<file path="src/rtl/alu_pkg.sv">
// Shared types and constants for the ALU arbiter slice.
package alu_pkg;

  // ALU control encoding seen on req_ctrl and by the alu datapath
  typedef enum logic [1:0] {
    OP_ADD = 2'b00,
    OP_SUB = 2'b01,
    OP_AND = 2'b10,
    OP_OR  = 2'b11
  } alu_op_t;

  // Bit positions inside the 4-bit {N,Z,C,V} flag vector
  localparam int FLAG_N = 3;
  localparam int FLAG_Z = 2;
  localparam int FLAG_C = 1;
  localparam int FLAG_V = 0;

  // Arbiter FSM: accept a request, evaluate it, then hold the response
  typedef enum logic [1:0] {
    IDLE = 2'd0,
    EXEC = 2'd1,
    RESP = 2'd2
  } arb_state_t;

endpackage

</file>
<file path="src/rtl/alu.sv">
// Shared 32-bit datapath ALU: add, subtract, and, or with NZCV flags.
// Subtraction is a + ~b + 1, so C=1 means "no borrow".
module alu
  import alu_pkg::*;
(
  input  logic [31:0] a,
  input  logic [31:0] b,
  input  logic [1:0]  ALUControl,
  output logic [31:0] Result,
  output logic [3:0]  ALUFlags
);

  logic [31:0] b_mux;
  logic [32:0] sum;
  logic        is_arith;

  assign b_mux    = ALUControl[0] ? ~b : b;
  assign sum      = {1'b0, a} + {1'b0, b_mux} + {32'd0, ALUControl[0]};
  assign is_arith = ~ALUControl[1];

  // Result select between adder and bitwise logic
  always_comb begin
    Result = sum[31:0];
    case (alu_op_t'(ALUControl))
      OP_ADD:  Result = sum[31:0];
      OP_SUB:  Result = sum[31:0];
      OP_AND:  Result = a & b;
      OP_OR:   Result = a | b;
      default: Result = sum[31:0];
    endcase
  end

  // Flags: carry/overflow only meaningful for add/sub, forced low for logic ops
  always_comb begin
    ALUFlags         = 4'b0000;
    ALUFlags[FLAG_N] = Result[31];
    ALUFlags[FLAG_Z] = (Result == 32'd0);
    ALUFlags[FLAG_C] = is_arith & sum[32];
    ALUFlags[FLAG_V] = is_arith & ~(ALUControl[0] ^ a[31] ^ b[31]) & (a[31] ^ sum[31]);
  end

endmodule

</file>
<file path="src/rtl/alu_arbiter.sv">
// Round-robin arbiter sharing one alu among NREQ requesters.
// One op in flight at a time: IDLE (accept) -> EXEC (evaluate) -> RESP (hold
// until consumed). The requester that just won drops to lowest priority.
module alu_arbiter
  import alu_pkg::*;
#(
  parameter int NREQ = 2,
  parameter int IDW  = (NREQ > 1) ? $clog2(NREQ) : 1,
  parameter int CNTW = 16
) (
  input  logic                 clk,
  input  logic                 reset_n,
  input  logic [NREQ-1:0]      req_valid,
  output logic [NREQ-1:0]      req_ready,
  input  logic [2*NREQ-1:0]    req_ctrl,
  input  logic [32*NREQ-1:0]   req_a,
  input  logic [32*NREQ-1:0]   req_b,
  output logic                 rsp_valid,
  input  logic                 rsp_ready,
  output logic [IDW-1:0]       rsp_id,
  output logic [31:0]          rsp_result,
  output logic [3:0]           rsp_flags,
  output logic                 busy,
  output logic [CNTW-1:0]      ops_done
);

  // First valid requester searching upward from last+1 with wrap.
  // The sum is kept one bit wider so the wrap works for non power-of-two NREQ.
  function automatic logic [IDW-1:0] rr_pick(input logic [NREQ-1:0] valid,
                                             input logic [IDW-1:0]  last);
    logic [IDW:0]   sum;
    logic [IDW-1:0] cand;
    logic [IDW-1:0] pick;
    logic           found;
    pick  = '0;
    found = 1'b0;
    for (int k = 1; k <= NREQ; k++) begin
      sum = {1'b0, last} + (IDW+1)'(k);
      if (sum >= (IDW+1)'(NREQ)) sum = sum - (IDW+1)'(NREQ);
      cand = sum[IDW-1:0];
      if (!found && valid[cand]) begin
        pick  = cand;
        found = 1'b1;
      end
    end
    return pick;
  endfunction

  arb_state_t       state_q, state_d;
  logic [IDW-1:0]   last_grant_q, last_grant_d;
  alu_op_t          op_ctrl_q, op_ctrl_d;
  logic [31:0]      op_a_q, op_a_d;
  logic [31:0]      op_b_q, op_b_d;
  logic [IDW-1:0]   op_id_q, op_id_d;
  logic             rsp_valid_q, rsp_valid_d;
  logic [IDW-1:0]   rsp_id_q, rsp_id_d;
  logic [31:0]      rsp_result_q, rsp_result_d;
  logic [3:0]       rsp_flags_q, rsp_flags_d;
  logic [CNTW-1:0]  ops_done_q, ops_done_d;

  logic [1:0]       ctrl_arr [NREQ];
  logic [31:0]      a_arr    [NREQ];
  logic [31:0]      b_arr    [NREQ];
  logic             grant_en;
  logic [IDW-1:0]   grant_id;
  logic [31:0]      alu_result;
  logic [3:0]       alu_flags;

  assign grant_en = (state_q == IDLE) && (|req_valid);
  assign grant_id = rr_pick(req_valid, last_grant_q);

  // Per-requester operand slices and one-hot ready decode
  genvar gi;
  generate
    for (gi = 0; gi < NREQ; gi++) begin : g_req
      assign ctrl_arr[gi]  = req_ctrl[2*gi +: 2];
      assign a_arr[gi]     = req_a[32*gi +: 32];
      assign b_arr[gi]     = req_b[32*gi +: 32];
      assign req_ready[gi] = grant_en && (grant_id == IDW'(gi));
    end
  endgenerate

  alu u_alu (
    .a          (op_a_q),
    .b          (op_b_q),
    .ALUControl (op_ctrl_q),
    .Result     (alu_result),
    .ALUFlags   (alu_flags)
  );

  // Next-state: capture winner in IDLE, latch ALU output in EXEC, wait in RESP
  always_comb begin
    state_d      = state_q;
    last_grant_d = last_grant_q;
    op_ctrl_d    = op_ctrl_q;
    op_a_d       = op_a_q;
    op_b_d       = op_b_q;
    op_id_d      = op_id_q;
    rsp_valid_d  = rsp_valid_q;
    rsp_id_d     = rsp_id_q;
    rsp_result_d = rsp_result_q;
    rsp_flags_d  = rsp_flags_q;
    ops_done_d   = ops_done_q;
    case (state_q)
      IDLE: begin
        if (grant_en) begin
          op_ctrl_d    = alu_op_t'(ctrl_arr[grant_id]);
          op_a_d       = a_arr[grant_id];
          op_b_d       = b_arr[grant_id];
          op_id_d      = grant_id;
          last_grant_d = grant_id;
          state_d      = EXEC;
        end
      end
      EXEC: begin
        rsp_result_d = alu_result;
        rsp_flags_d  = alu_flags;
        rsp_id_d     = op_id_q;
        rsp_valid_d  = 1'b1;
        state_d      = RESP;
      end
      RESP: begin
        if (rsp_ready) begin
          rsp_valid_d = 1'b0;
          ops_done_d  = ops_done_q + CNTW'(1);
          state_d     = IDLE;
        end
      end
      default: state_d = IDLE;
    endcase
  end

  // State registers; reset discards any in-flight op
  always_ff @(posedge clk or negedge reset_n) begin
    if (!reset_n) begin
      state_q      <= IDLE;
      last_grant_q <= IDW'(NREQ - 1);
      op_ctrl_q    <= OP_ADD;
      op_a_q       <= '0;
      op_b_q       <= '0;
      op_id_q      <= '0;
      rsp_valid_q  <= 1'b0;
      rsp_id_q     <= '0;
      rsp_result_q <= '0;
      rsp_flags_q  <= '0;
      ops_done_q   <= '0;
    end else begin
      state_q      <= state_d;
      last_grant_q <= last_grant_d;
      op_ctrl_q    <= op_ctrl_d;
      op_a_q       <= op_a_d;
      op_b_q       <= op_b_d;
      op_id_q      <= op_id_d;
      rsp_valid_q  <= rsp_valid_d;
      rsp_id_q     <= rsp_id_d;
      rsp_result_q <= rsp_result_d;
      rsp_flags_q  <= rsp_flags_d;
      ops_done_q   <= ops_done_d;
    end
  end

  assign rsp_valid  = rsp_valid_q;
  assign rsp_id     = rsp_id_q;
  assign rsp_result = rsp_result_q;
  assign rsp_flags  = rsp_flags_q;
  assign ops_done   = ops_done_q;
  assign busy       = (state_q != IDLE);

endmodule

</file>
<file path="config.mk">
export PLATFORM = sky130hd
export DESIGN_NAME = alu_arbiter
export DESIGN_NICKNAME = d
export VERILOG_FILES = /design/src/rtl/alu_pkg.sv /design/src/rtl/alu.sv /design/src/rtl/alu_arbiter.sv
export SDC_FILE = /design/constraint.sdc
export NUM_CORES = 1
export LEC_CHECK = 0
export CORE_MARGIN = 2
export CORE_UTILIZATION = 33
export DETAILED_ROUTE_END_ITERATION = 8
export PLACE_DENSITY_LB_ADDON = 0.05
export SLEW_MARGIN = 40
export SYNTH_ARGS = -nofsm -noshare
export SYNTH_HDL_FRONTEND = slang
export SYNTH_SLANG_ARGS = --single-unit
</file>
<file path="constraint.sdc">
create_clock -name clk -period 6.2 [get_ports clk]
set_clock_uncertainty 0.1 [all_clocks]
set_input_delay 1.24 -clock clk [delete_from_list [all_inputs] [get_ports clk]]
set_output_delay 1.24 -clock clk [all_outputs]
set_load 0.01 [all_outputs]
</file>
# Word level (Yosys, flattened, before mapping)
# Index checks and enable logic that the tools add are counted.
[totals]
register_bits = 124
out_inout_bits = 57
wordCells = 84
[op_classes]
add_sub_neg = 7
n_lt_le_gt_ge = 5
eq_ne = 7
muxes = 25
n_bitwise = 13
n_reduce_logical = 16
[op_table]
columns = ["op", "count"]
rows = [
  ["$mux W32", 7],
  ["$pmux W32 S3", 1],
  ["$add A32 B32 Y33", 1],
  ["$add A33 B1 Y33", 1],
  ["$and A32 B32 Y32", 1],
  ["$logic_not A32 Y1", 1],
  ["$not A32 Y32", 1],
  ["$or A32 B32 Y32", 1],
  ["$add A16 B1 Y16 const B", 1],
  ["$mux W1", 10],
  ["$mux W2", 5],
  ["$reduce_and A2 Y1", 4],
  ["$eq A2 B2 Y1 const B", 3],
  ["$ge A2 B2 Y1 const B", 3],
  ["$pmux W2 S3", 1],
  ["$eq A2 B1 Y1 const B", 2],
  ["$logic_and A1 B1 Y1", 4],
  ["$logic_not A2 Y1", 2],
  ["$lt A1 B2 Y1 const B", 2],
  ["$ne A2 B2 Y1 const B", 2],
  ["$reduce_bool A2 Y1", 2],
  ["$reduce_or A2 Y1", 2],
  ["$and A1 B1 Y1", 3],
  ["$not A1 Y1", 3],
  ["other kinds (7)", 10],
]

# Depth between registers and ports, before layout
# Gate-level depths: netlist (run 1).
[depth]
depth_word = 13
mapped_depth = 16
mapped_depth_nobuf = 12

# Cells and area by module
# Synthesis (run 1) repeated with hierarchy kept, for this count alone.
[hier_totals]
cells_unflattened = 813
hier_area_um2 = 7931.4
[modules_own_cells]
columns = ["mod", "n_inst", "cells_each", "area_each_um2"]
rows = [
  ["alu_arbiter", 1, 377, 4962.3],
  ["alu", 1, 436, 2969.1],
]

# Least setup slack after synthesis (run 1)
# No wires, ideal clock.
[synth_timing]
path_type = "reg2reg"
startpoint = "reg op_ctrl_q[0]"
endpoint = "reg rsp_flags_q[2], in the netlist rsp_flags[2]"
setup_time_ps = 103
t_arrival_ps = 4241
required_ps = 5997
slack_ps = 1755
path_stages_with_launch = 17
path_buffers = 5
synth_period_minus_slack_ps = 4445
cell_sequence = "dfrtp_1 -> clkbuf_1 -> buf_1 -> buf_1 -> clkbuf_1 -> xor2_1 -> ha_1 -> buf_6 -> a21o_1 -> a21o_1 -> a32o_1 -> or4b_4 -> a21oi_2 -> o31ai_1 -> nor4_1 -> nand4_1 -> o41ai_2"
[synth_via]
elab_chain_len = 5
elab_cells_between_ends = 10
cone_classes = "2 x add/sub; 3 x eq/ne; 2 x mux; 3 x reduce/logical"
[synth_lines]
columns = ["element", "line_no", "rtl"]
rows = [
  ["start: declaration", "alu_arbiter.sv:51", "alu_op_t op_ctrl_q, op_ctrl_d;"],
  ["start signal: assignment", "alu_arbiter.sv:150", "op_ctrl_q <= op_ctrl_d;"],
  ["$mux W32", "alu.sv:17", "assign b_mux = ALUControl[0] ? ~b : b;"],
  ["$add A32 B32 Y33", "alu.sv:18", "assign sum = {1'b0, a} + {1'b0, b_mux} + {32'd0, ALUControl[0]};"],
  ["$add A33 B1 Y33", "alu.sv:18", ""],
  ["$pmux W32 S3 (*)", "alu.sv:24", "case (alu_op_t'(ALUControl))"],
  ["$logic_not A32 Y1 (*)", "alu.sv:37", "ALUFlags[FLAG_Z] = (Result == 32'd0);"],
  ["end signal: assignment", "alu_arbiter.sv:157", "rsp_flags_q <= rsp_flags_d;"],
  ["end: declaration", "alu_arbiter.sv:58", "logic [3:0] rsp_flags_q, rsp_flags_d;"],
]
# Every way passes the cells marked *; elsewhere a longest branch is shown, timed or not.
# A chain may end at the register's enable or synchronous reset.

# Worst setup path after layout (run 1)
# Ends and elaborated chain as after synthesis.

==> results of run 1 <==
how the worst min path moves through the flow:
stage / end / cells past startpoint
6_report: ops_done[15]$_DFFE_PN0P_ / 1
5_1_grt: ops_done[15]$_DFFE_PN0P_ / 1
4_1_cts: rsp_id$_DFFE_PN0P_ / 2
3_5_place_dp: rsp_id$_DFFE_PN0P_ / 2
3_3_place_gp: rsp_id$_DFFE_PN0P_ / 2
2_1_floorplan: rsp_id$_DFFE_PN0P_ / 2
metrics by stage:
stage | worst slack [ns] | total power [uW] | cell area, sq um
CTS | 2.03 | 7510 | 10600
global route | 1.75 | 8160 | 10600
floorplan | 1.76 | 4920 | 7830
finish | 1.95 | 7530 | 10600
detailed placement | 2.08 | 6470 | 10100
global placement | 1.85 | 6520 | 10100
cells by family (layout without fill, tap and decap cells):
logic type / Yosys count / in the layout / synth area share (%)
flops: 123 / 123 / 39.3
simple gates: 223 / 223 / 13.6
xor+xnor: 59 / 59 / 6.60
mux: 18 / 18 / 2.44
compound gates: 244 / 244 / 22.9
buf+inv: 130 / 312 / 6.39
fa+ha+maj: 58 / 58 / 8.66
state kept, by name, indices dropped and copies added, names as in the netlist:
name	flops
last_grant_q	1
op_a_q	32
op_b_q	32
op_ctrl_q	2
op_id_q	1
ops_done	16
rsp_flags	3
rsp_id	1
rsp_result	32
rsp_valid	1
state_q	2
layout by cell type (no fill, tap or decap), types with 5 or more instances in the layout:
cell,count
clkdlybuf4s50_1,192
a211oi_1,5
o21bai_1,5
nor2b_1,6
ha_1,35
xnor2_1,20
a222oi_1,66
o21ai_0,52
buf_4,9
nor2_1,42
a21oi_1,43
dfrtp_1,121
o31ai_1,7
nor3_1,11
nand2_1,92
a31oi_1,9
xor2_1,39
o21a_1,9
maj3_1,22
nand4_1,16
mux2_2,9
nor4_1,8
inv_1,79
nand3_1,13
a21o_1,11
and3_1,8
mux2i_1,9
clkbuf_16,17
per-layer routing:
layer / vias up / global-route usage, %
met5: - / 0
met4: 0 / 6.01
met3: 36 / 5.15
met2: 252 / 29.7
met1: 3483 / 29.9
li1: 3531 / -
where the power goes:
group / internal, uW / total [uW] / switching [uW]
clock network: 609 / 985 / 376
registers: 1170 / 1620 / 450
logic: 2030 / 4920 / 2890
final cells by class:
type                    instances  area, sq um  share of cell area (%)
flip-flops and latches        123         3080                    29.0
multi-input cells             602         4280                    40.3
clock buffers                  20          457                    4.29
inverters                      79          297                    2.79
clock inverters                11          120                    1.13
well taps                     319          399                    3.75
repair buffers                202         2000                    18.8
==> metrics.yaml, run 1 <==
worstRegToRegCells: 11
antenna_found_initial: 0
crit_path_end: "rsp_flags[2]$_DFFE_PN0P_"
crit_arrival_ns: 4.46
area_growth_pct: 35.9
cts_root_buf: "clkbuf_16"
syn-cell-area_sq_um: 7830
die_h_um: 158
port_buffers: 193
drt_first_pass_iters: 7
yosysSeqAreaShare_pct: 39.3
yosysUniqueCellTypes: 65
synth_common_cells: "dfrtp_1 (122), nand2_1 (92), inv_1 (79)"
num_rows: 56
gp_congestion: 0.881
tns_ns: 0
clkLatencyLatePin_ns: 0.42
cts_tree: "done"
worstHoldStart: "ops_done[15]$_DFFE_PN0P_"
wl_per_cell_um: 18.8
wl_met1_um: 12600
required_ns: 6.41
hold_ws_ns: 0.370
dr_total_vias: 7302
final_util_pct: 45.5
n_antenna_cell: 0
max_freq_mhz: 236
crit_type: "flop to flop"
crit_path_max_fanout: 46
dieArea_sq_um: 25000
setup_violations: 0
ir_drop_mv: 0.310
post_cts_resized: 0
crit_path_cell_trace: "xor2_1 > ha_1 > a21o_1 > o21bai_1 > a311oi_1 > nand3_1 > o41ai_1 > o41ai_1 > a21oi_1 > o2111ai_1 > o41ai_2"
r2r_setup_slack_ns: 1.95
layout-drive-gt1-share_pct: 6.27
drc: 0
clock_path_buffers: 2
max-slew-margin-rel_pct: 48.7
status: "completed"
cts_hold_buf: 0
worst_pin_slew_ns: 0.770
nFillCells: 2290
grt_first_pass_wirelength_um: 39400
slowest_stage: "dfrtp_4"
cap_viol_max_count: 0
drtIter0Drc: 847
p_per_area_nw_per_um2: 707
fin_crit_sh_pct: 68.5
nets: 1198
wl_met2_um: 10800
hold_path.class: "flop to flop"
core_sq_um: 23400
cpMostUsedCell: "o41ai_1"
start_kind: "flop"
yosys_warnings: 0
fin_crit_ns: 4.25
avgSynthCellArea_sq_um: 9.16
power.leakage_uw: 0.00479
yosys.area.top_type_share_pct: 39.0
grt_usage_pct: 20.5
slew_viol_final: 0
synth_flop_cell: "dfrtp_1"
synth.net_count: 1028
critPathTopFamily: "compound AO/OA/AOI/OAI gates"
hpwlAfterDp_um: 18900
cp-startpoint: "op_ctrl_q[0]$_DFFE_PN0P_"
rsz0062_at_grt: "false"
crit_path_max_incr_delay_ns: 0.70
yosysTopAreaCell: "dfrtp_1"
numPlacedInstances: 1325
cp.depth: 11
r2r-end: "rsp_flags[2]$_DFFE_PN0P_"
hold_viol_final: 0
start_util_pct: 33.5
worst-path-buf-inv: 0
cts_htree_levels: 4
synth.area.top_cells: "dfrtp_1 (39%), a222oi_1 (8.4%), ha_1 (5.6%)"
layoutNonFillerInstCount: 1356
pin_count: 194
gr-total-overflow: 0
cts_buffers: 17
maxUsedRoutingLayer: "met4"
post_cts_buffers: 0
yosysMostFrequentCell: "dfrtp_1"
syn_inst: 855
r2r-start: "op_ctrl_q[0]$_DFFE_PN0P_"
async_reset_ff_share_pct: 100
grt_pass1_vias: 7001
die_x_um: 158
clk_pin_slew_ns: 0.06
cts.sinks: 123
ys_ff_latch: 123
grt_max_degree: 70
wirelength_um: 25500
end_kind: "flop"
met3_length_um: 1720
vias_per_cell: 5.38
synth_edf_count: 0
ant_nets: 0
Power figures use the tool's default switching activity.
==> inputs of run 2 (changes only) <==
- clock period: 6.2 -> 3.7 ns (I/O delays scaled with it)
==> metrics.yaml, run 2 (same netlist as run 1, synthesis figures left out) <==
status: "completed"
grt_usage_pct: 21.6  # +1.1 points
drt_first_pass_iters: 7  # unchanged
dr_total_vias: 7568  # +3.6%
cap_viol_max_count: 0  # unchanged
ir_drop_mv: 0.372  # +20%
vias_per_cell: 5.31  # -1.4%
cts_htree_levels: 4  # unchanged
grt_max_degree: 69  # -1.4%
crit_path_max_fanout: 27  # -41%
final_util_pct: 48.3  # +2.8 points
layout-drive-gt1-share_pct: 12.9  # +6.7 points
hold_viol_final: 0  # unchanged
hold_path.class: "primary input to async pin"
slew_viol_final: 0  # unchanged
pin_count: 194  # unchanged
gr-total-overflow: 0  # unchanged
port_buffers: 193  # unchanged
end_kind: "flop"
cts.sinks: 123  # unchanged
layoutNonFillerInstCount: 1425  # +5.1%
setup_violations: 0  # unchanged
fin_crit_ns: 3.65  # -0.591 ns
wirelength_um: 26600  # +4.4%
grt_first_pass_wirelength_um: 40900  # +4.0%
required_ns: 3.92  # -2.49 ns
crit_path_cell_trace: "buf_12 > xor2_1 > ha_1 > o211a_1 > o31a_1 > or3_1 > a31o_1 > nor4bb_1 > buf_4 > nand4_1 > nor4b_2 > buf_4 > o2111ai_1 > o41ai_2"
drc: 0  # unchanged
n_antenna_cell: 0  # unchanged
crit_type: "flop to flop"
num_rows: 56  # unchanged
max-slew-margin-rel_pct: 44.5  # -4.2 points
ant_nets: 0  # unchanged
clkLatencyLatePin_ns: 0.43  # about the same
grt_pass1_vias: 7146  # +2.1%
clock_path_buffers: 2  # unchanged
p_total_uw: 14100  # +88%
fin_area_sq_um: 11300  # +6.1%
clk_pin_slew_ns: 0.06  # about the same
cts_buffers: 17  # unchanged
die_x_um: 158  # unchanged
nets: 1266  # +5.7%
crit_arrival_ns: 3.88  # -0.58 ns
start_util_pct: 33.5  # unchanged
wl_per_cell_um: 18.7  # -0.64%
numPlacedInstances: 1392  # +5.1%
hpwlAfterDp_um: 20500  # +8.2%
fin_ws_ns: 0.0452  # -1.91 ns
placed_cell_area_sq_um: 10600  # +5.6%
power.leakage_uw: 0.00516  # +7.7%
cts_root_buf: "clkbuf_16"
gp_congestion: 0.885  # +0.44%
mostFrequentLayoutCells: "clkdlybuf4s50_1 (192), dfrtp_1 (121), nand2_1 (92), inv_1 (79), buf_4 (72)"
crit_path_max_incr_delay_ns: 0.46  # -0.24 ns
cpMostUsedCell: "buf_4"
core_sq_um: 23400  # unchanged
fin_crit_sh_pct: 98.8  # +30 points
drtIter0Drc: 783  # -7.6%
antenna_found_initial: 0  # unchanged
final_common_cell: "clkdlybuf4s50_1"
die_h_um: 158  # unchanged
rsz0062_at_grt: "true"
start_kind: "flop"
area_growth_pct: 44.2
slowest_stage: "dfrtp_2"
p_per_area_nw_per_um2: 1250  # +77%
pre_cts_ws_ns: -0.224  # -2.30 ns
worst_pin_slew_ns: 0.827  # +0.0571 ns
max_freq_mhz: 274  # +16%
dieArea_sq_um: 25000  # unchanged
cts_tree: "done"
==> run 2: changes by cell type in the layout (fill, tap and decap cells not counted), sizes merged <==
cell      previous run  this run
inv                 80        84
bufinv               2         3
buf                 10        78
clkinv               5         4
clkinvlp             3         2
clkbuf              20        18
==> run 2: worst paths after layout <==
path / end / slack, ns / startpoint / cells past startpoint
max: rsp_flags[2]$_DFFE_PN0P_ / 0.05 / op_ctrl_q[0]$_DFFE_PN0P_ / 14
min: rsp_result[7]$_DFFE_PN0P_ / 0.21 / reset_n / 1
max reg2reg: rsp_flags[2]$_DFFE_PN0P_ / 0.05 / op_ctrl_q[0]$_DFFE_PN0P_ / 14
min reg2reg: rsp_id$_DFFE_PN0P_ / 0.37 / op_id_q$_DFFE_PN0P_ / 2
max in group asynchronous: last_grant_q$_DFFE_PN1P_ / 2.57 / reset_n / 2
min in group clk: rsp_id$_DFFE_PN0P_ / 0.37 / op_id_q$_DFFE_PN0P_ / 2
==> run 2: layout make-up <==
class / instances / area [sq um]
Multi-Input combinational cell: 602 / 4330
Fill cell: 2321 / 12100
Clock buffer: 18 / 429
Inverter: 79 / 297
Tap cell: 319 / 399
Clock inverter: 14 / 186
Sequential cell: 123 / 3080
Timing Repair Buffer: 270 / 2570
==> run 2: routing by layer <==
metal | wire (um) | global-route usage [%]
met5 | 0 | 0
met4 | 457 | 6.65
met3 | 1470 | 3.97
met2 | 11300 | 30.7
met1 | 13400 | 32.8
==> run 2: report_power, final <==
group | switching, uW | internal, uW | total (uW)
Sequential | 670 | 1950 | 2620
Clock | 692 | 1080 | 1770
Combinational | 5310 | 4420 | 9730
==> run 2: worst max-delay path, delay by kind of cell (launching register included) <==
| kind | cells | cell delay, ns |
|---|---|---|
| AOI/OAI and AO/OA | 5 | 0.96 |
| xor gates and xnor gates | 1 | 0.17 |
| adders and majority gates | 1 | 0.30 |
| buffers and inverters | 3 | 0.49 |
| DFF | 1 | 0.46 |
| and+or+nand+nor | 4 | 1.06 |
==> run 2: metrics by stage <==
stage / TNS (ns) / hold WS, ns
2_1_floorplan: 0 / 0.339
3_3_place_gp: -0.175 / 0.356
3_5_place_dp: -0.224 / 0.364
4_1_cts: 0 / 0.224
5_1_grt: -0.173 / 0.248
6_report: 0 / 0.207
==> run 2: what timing repair did <==
item,4_1_cts,5_1_grt
hold buffers,0,0
pin swaps,1,2
gates resized for setup,5,9
setup buffers,0,1
setup endpoints to repair,1,3
==> inputs of run 3 (changes only) <==
- ABC_CLOCK_PERIOD_IN_PS: not set -> 3700
- REMOVE_ABC_BUFFERS: not set -> 1
- SYNTH_HIERARCHICAL: not set -> 1
==> metrics.yaml, run 3 <==
required_ns: 3.97  # +0.05 ns
synth_common_cells: "dfrtp_1 (123), inv_1 (80), a222oi_1 (66)"
worst_pin_slew_ns: 0.493  # -0.333 ns
yosysTopAreaCell: "dfrtp_1"
num_rows: 56  # unchanged
hold_viol_final: 0  # unchanged
crit_path_max_fanout: 3  # -89%
final_common_cell: "clkdlybuf4s50_1"
yosys_warnings: 6  # +6
synth.area.top_cells: "dfrtp_1 (39%), a222oi_1 (8.3%), mux2_2 (5.5%)"
clk_pin_slew_ns: 0.06  # about the same
dieArea_sq_um: 25300  # +1.3%
pre_cts_ws_ns: -0.482  # -0.258 ns
fin_crit_ns: 4.07  # +0.412 ns
yosysMostFrequentCell: "dfrtp_1"
synth_edf_count: 0  # unchanged
cts_htree_levels: 4  # unchanged
fin_crit_sh_pct: 110  # +11 points
drtIter0Drc: 566  # -28%
violations: "negative setup slack"
grt_first_pass_wirelength_um: 39100  # -4.4%
final_util_pct: 51.2  # +2.9 points
hold_ws_ns: 0.132  # -0.0752 ns
cts_hold_buf: 0  # unchanged
mostFrequentLayoutCells: "clkdlybuf4s50_1 (192), buf_4 (131), dfrtp_1 (121), inv_1 (80), a222oi_1 (66)"
hpwlAfterDp_um: 17500  # -14%
max_freq_mhz: 246  # -10%
wl_per_cell_um: 16.8  # -10%
start_kind: "flop"
synth_flop_cell: "dfrtp_1"
r2r-start: "op_ctrl_q[0]$_DFFE_PN0P_"
vias_per_cell: 5.13  # -3.4%
multi_input_area_sq_um: 4570  # +5.6%
syn_inst: 813  # -4.9%
gp_congestion: 0.852  # -3.7%
rsz0062_at_grt: "true"
yosysSeqAreaShare_pct: 39.1  # -0.19 points
ys_ff_latch: 124  # +0.81%
die_x_um: 159  # +0.63%
nFillCells: 2283  # -1.6%
ant_nets: 0  # unchanged
slew_viol_final: 0  # unchanged
worstRegToRegCells: 14  # unchanged
grt_max_degree: 76  # +10%
placed_cell_area_sq_um: 11100  # +4.2%
max-slew-margin-rel_pct: 66.7  # +22 points
grt_pass1_vias: 7399  # +3.5%
wirelength_um: 24400  # -8.4%
cap_viol_max_count: 0  # unchanged
cts.sinks: 124  # +0.81%
clkLatencyLatePin_ns: 0.43  # about the same
cts_buffers: 17  # unchanged
r2r-end: "rsp_flags[2]$_DFFE_PN0P_"
fin_area_sq_um: 12000  # +6.7%
core_sq_um: 23500  # +0.60%
avgSynthCellArea_sq_um: 9.76  # +6.5%
fin_ws_ns: -0.367  # -0.412 ns
start_util_pct: 33.7  # +0.23 points
area_growth_pct: 51.9
status: "finished, violations left"
dr_total_vias: 7446  # -1.6%
cts_root_buf: "clkbuf_16"
crit_arrival_ns: 4.33  # +0.45 ns
cts_tree: "done"
die_h_um: 159  # +0.63%
clock_path_buffers: 2  # unchanged
port_buffers: 193  # unchanged
drt_first_pass_iters: 8  # +1
async_reset_ff_share_pct: 100  # unchanged
crit_type: "flop to flop"
r2r_setup_slack_ns: -0.37  # -0.41 ns
yosys.area.top_type_share_pct: 38.8  # -0.18 points
yosysUniqueCellTypes: 72  # +11%
hold_path.class: "primary input to async pin"
pin_count: 194  # unchanged
nets: 1291  # +2.0%
antenna_found_initial: 1  # +1
setup_violations: 1  # +1
grt_usage_pct: 19.1  # -2.4 points
seqCellArea_sq_um: 3110  # +0.85%
n_antenna_cell: 0  # unchanged
end_kind: "flop"
syn-cell-area_sq_um: 7930  # +1.3%
gr-total-overflow: 0  # unchanged
layout-drive-gt1-share_pct: 24.6  # +12 points
drc: 0  # unchanged
## run 3: cell types whose count changed after synthesis, sizes merged, moves of 7 or more
cell and delta:
buf +15, clkbuf -18, mux2 +30, nand2 -33, nand4 -9, nor2 -10, o21ai -7
## run 3: per-stage QoR
step | cells | TNS, ns
3_5_place_dp | 1408 | -0.717
5_1_grt | 1451 | -0.717
4_1_cts | 1447 | -0.327
3_3_place_gp | 1408 | -0.645
6_report | 1451 | -0.367
2_1_floorplan | 765 | -13.60
## run 3: worst max path at each step
stage / startpoint / to / slack, ns / cells after the start
final: op_ctrl_q[0]$_DFFE_PN0P_ / rsp_flags[2]$_DFFE_PN0P_ / -0.37 / 14
after global routing: op_ctrl_q[0]$_DFFE_PN0P_ / rsp_flags[2]$_DFFE_PN0P_ / -0.55 / 16
after CTS: op_ctrl_q[0]$_DFFE_PN0P_ / rsp_flags[2]$_DFFE_PN0P_ / -0.28 / 16
after detailed placement: op_ctrl_q[0]$_DFFE_PN0P_ / rsp_flags[2]$_DFFE_PN0P_ / -0.48 / 14
after global placement: op_ctrl_q[0]$_DFFE_PN0P_ / rsp_flags[2]$_DFFE_PN0P_ / -0.37 / 14
after floorplan: op_ctrl_q[0]$_DFFE_PN0P_ / rsp_flags[2]$_DFFE_PN0P_ / -1.61 / 13
## run 3: cells by family after synthesis
| kind of cell | share of synthesized area (%) |
|---|---|
| AND/OR/NAND/NOR | 10.7 |
| XOR/XNOR | 7.40 |
| flip-flops | 39.1 |
| buffers and inverters | 6.81 |
| AO/OA/AOI/OAI | 21.2 |
| adder cells (fa/ha/maj) | 8.80 |
| multiplexers | 5.92 |
## run 3: what timing repair did
action / in CTS / in global routing
buffers inserted: 7 / 3
pin swaps: 17 / 25
gates resized for setup: 23 / 53
setup endpoints to repair: 5 / 12
## run 3: area by class of cell
type,instances,share of cell area [%]
inverters,81,2.52
flip-flops and latches,124,25.8
multi-input cells,560,37.9
clock buffers,17,3.53
clock inverters,15,1.20
repair buffers,335,25.7
well taps,319,3.31
## run 3: per-layer routing
| layer | global-route usage, % | vias to the layer above | wire length (um) |
|---|---|---|---|
| li1 | - | 3644 | - |
| met1 | 25.0 | 3597 | 11300 |
| met2 | 32.1 | 184 | 11700 |
| met3 | 4.69 | 19 | 1150 |
| met4 | 4.34 | 2 | 283 |
| met5 | 0 | - | 9 |
## run 3: worst max-delay path: stages, from the launching register on
cell,delay [ns]
dfrtp_2,0.44
buf_4,0.15
mux2i_1,0.24
fa_2,0.28
and2b_2,0.25
o21ai_0,0.22
a211o_1,0.16
nand2_1,0.07
or3_4,0.40
or3_4,0.36
nor4_4,0.29
nand4b_1,0.18
or3_4,0.42
nor4_4,0.25
mux2_4,0.18
Power of run 3 is left out: the tool's default activity adds up to more than one toggle a clock period on the data nets, which glitch-free logic cannot reach.
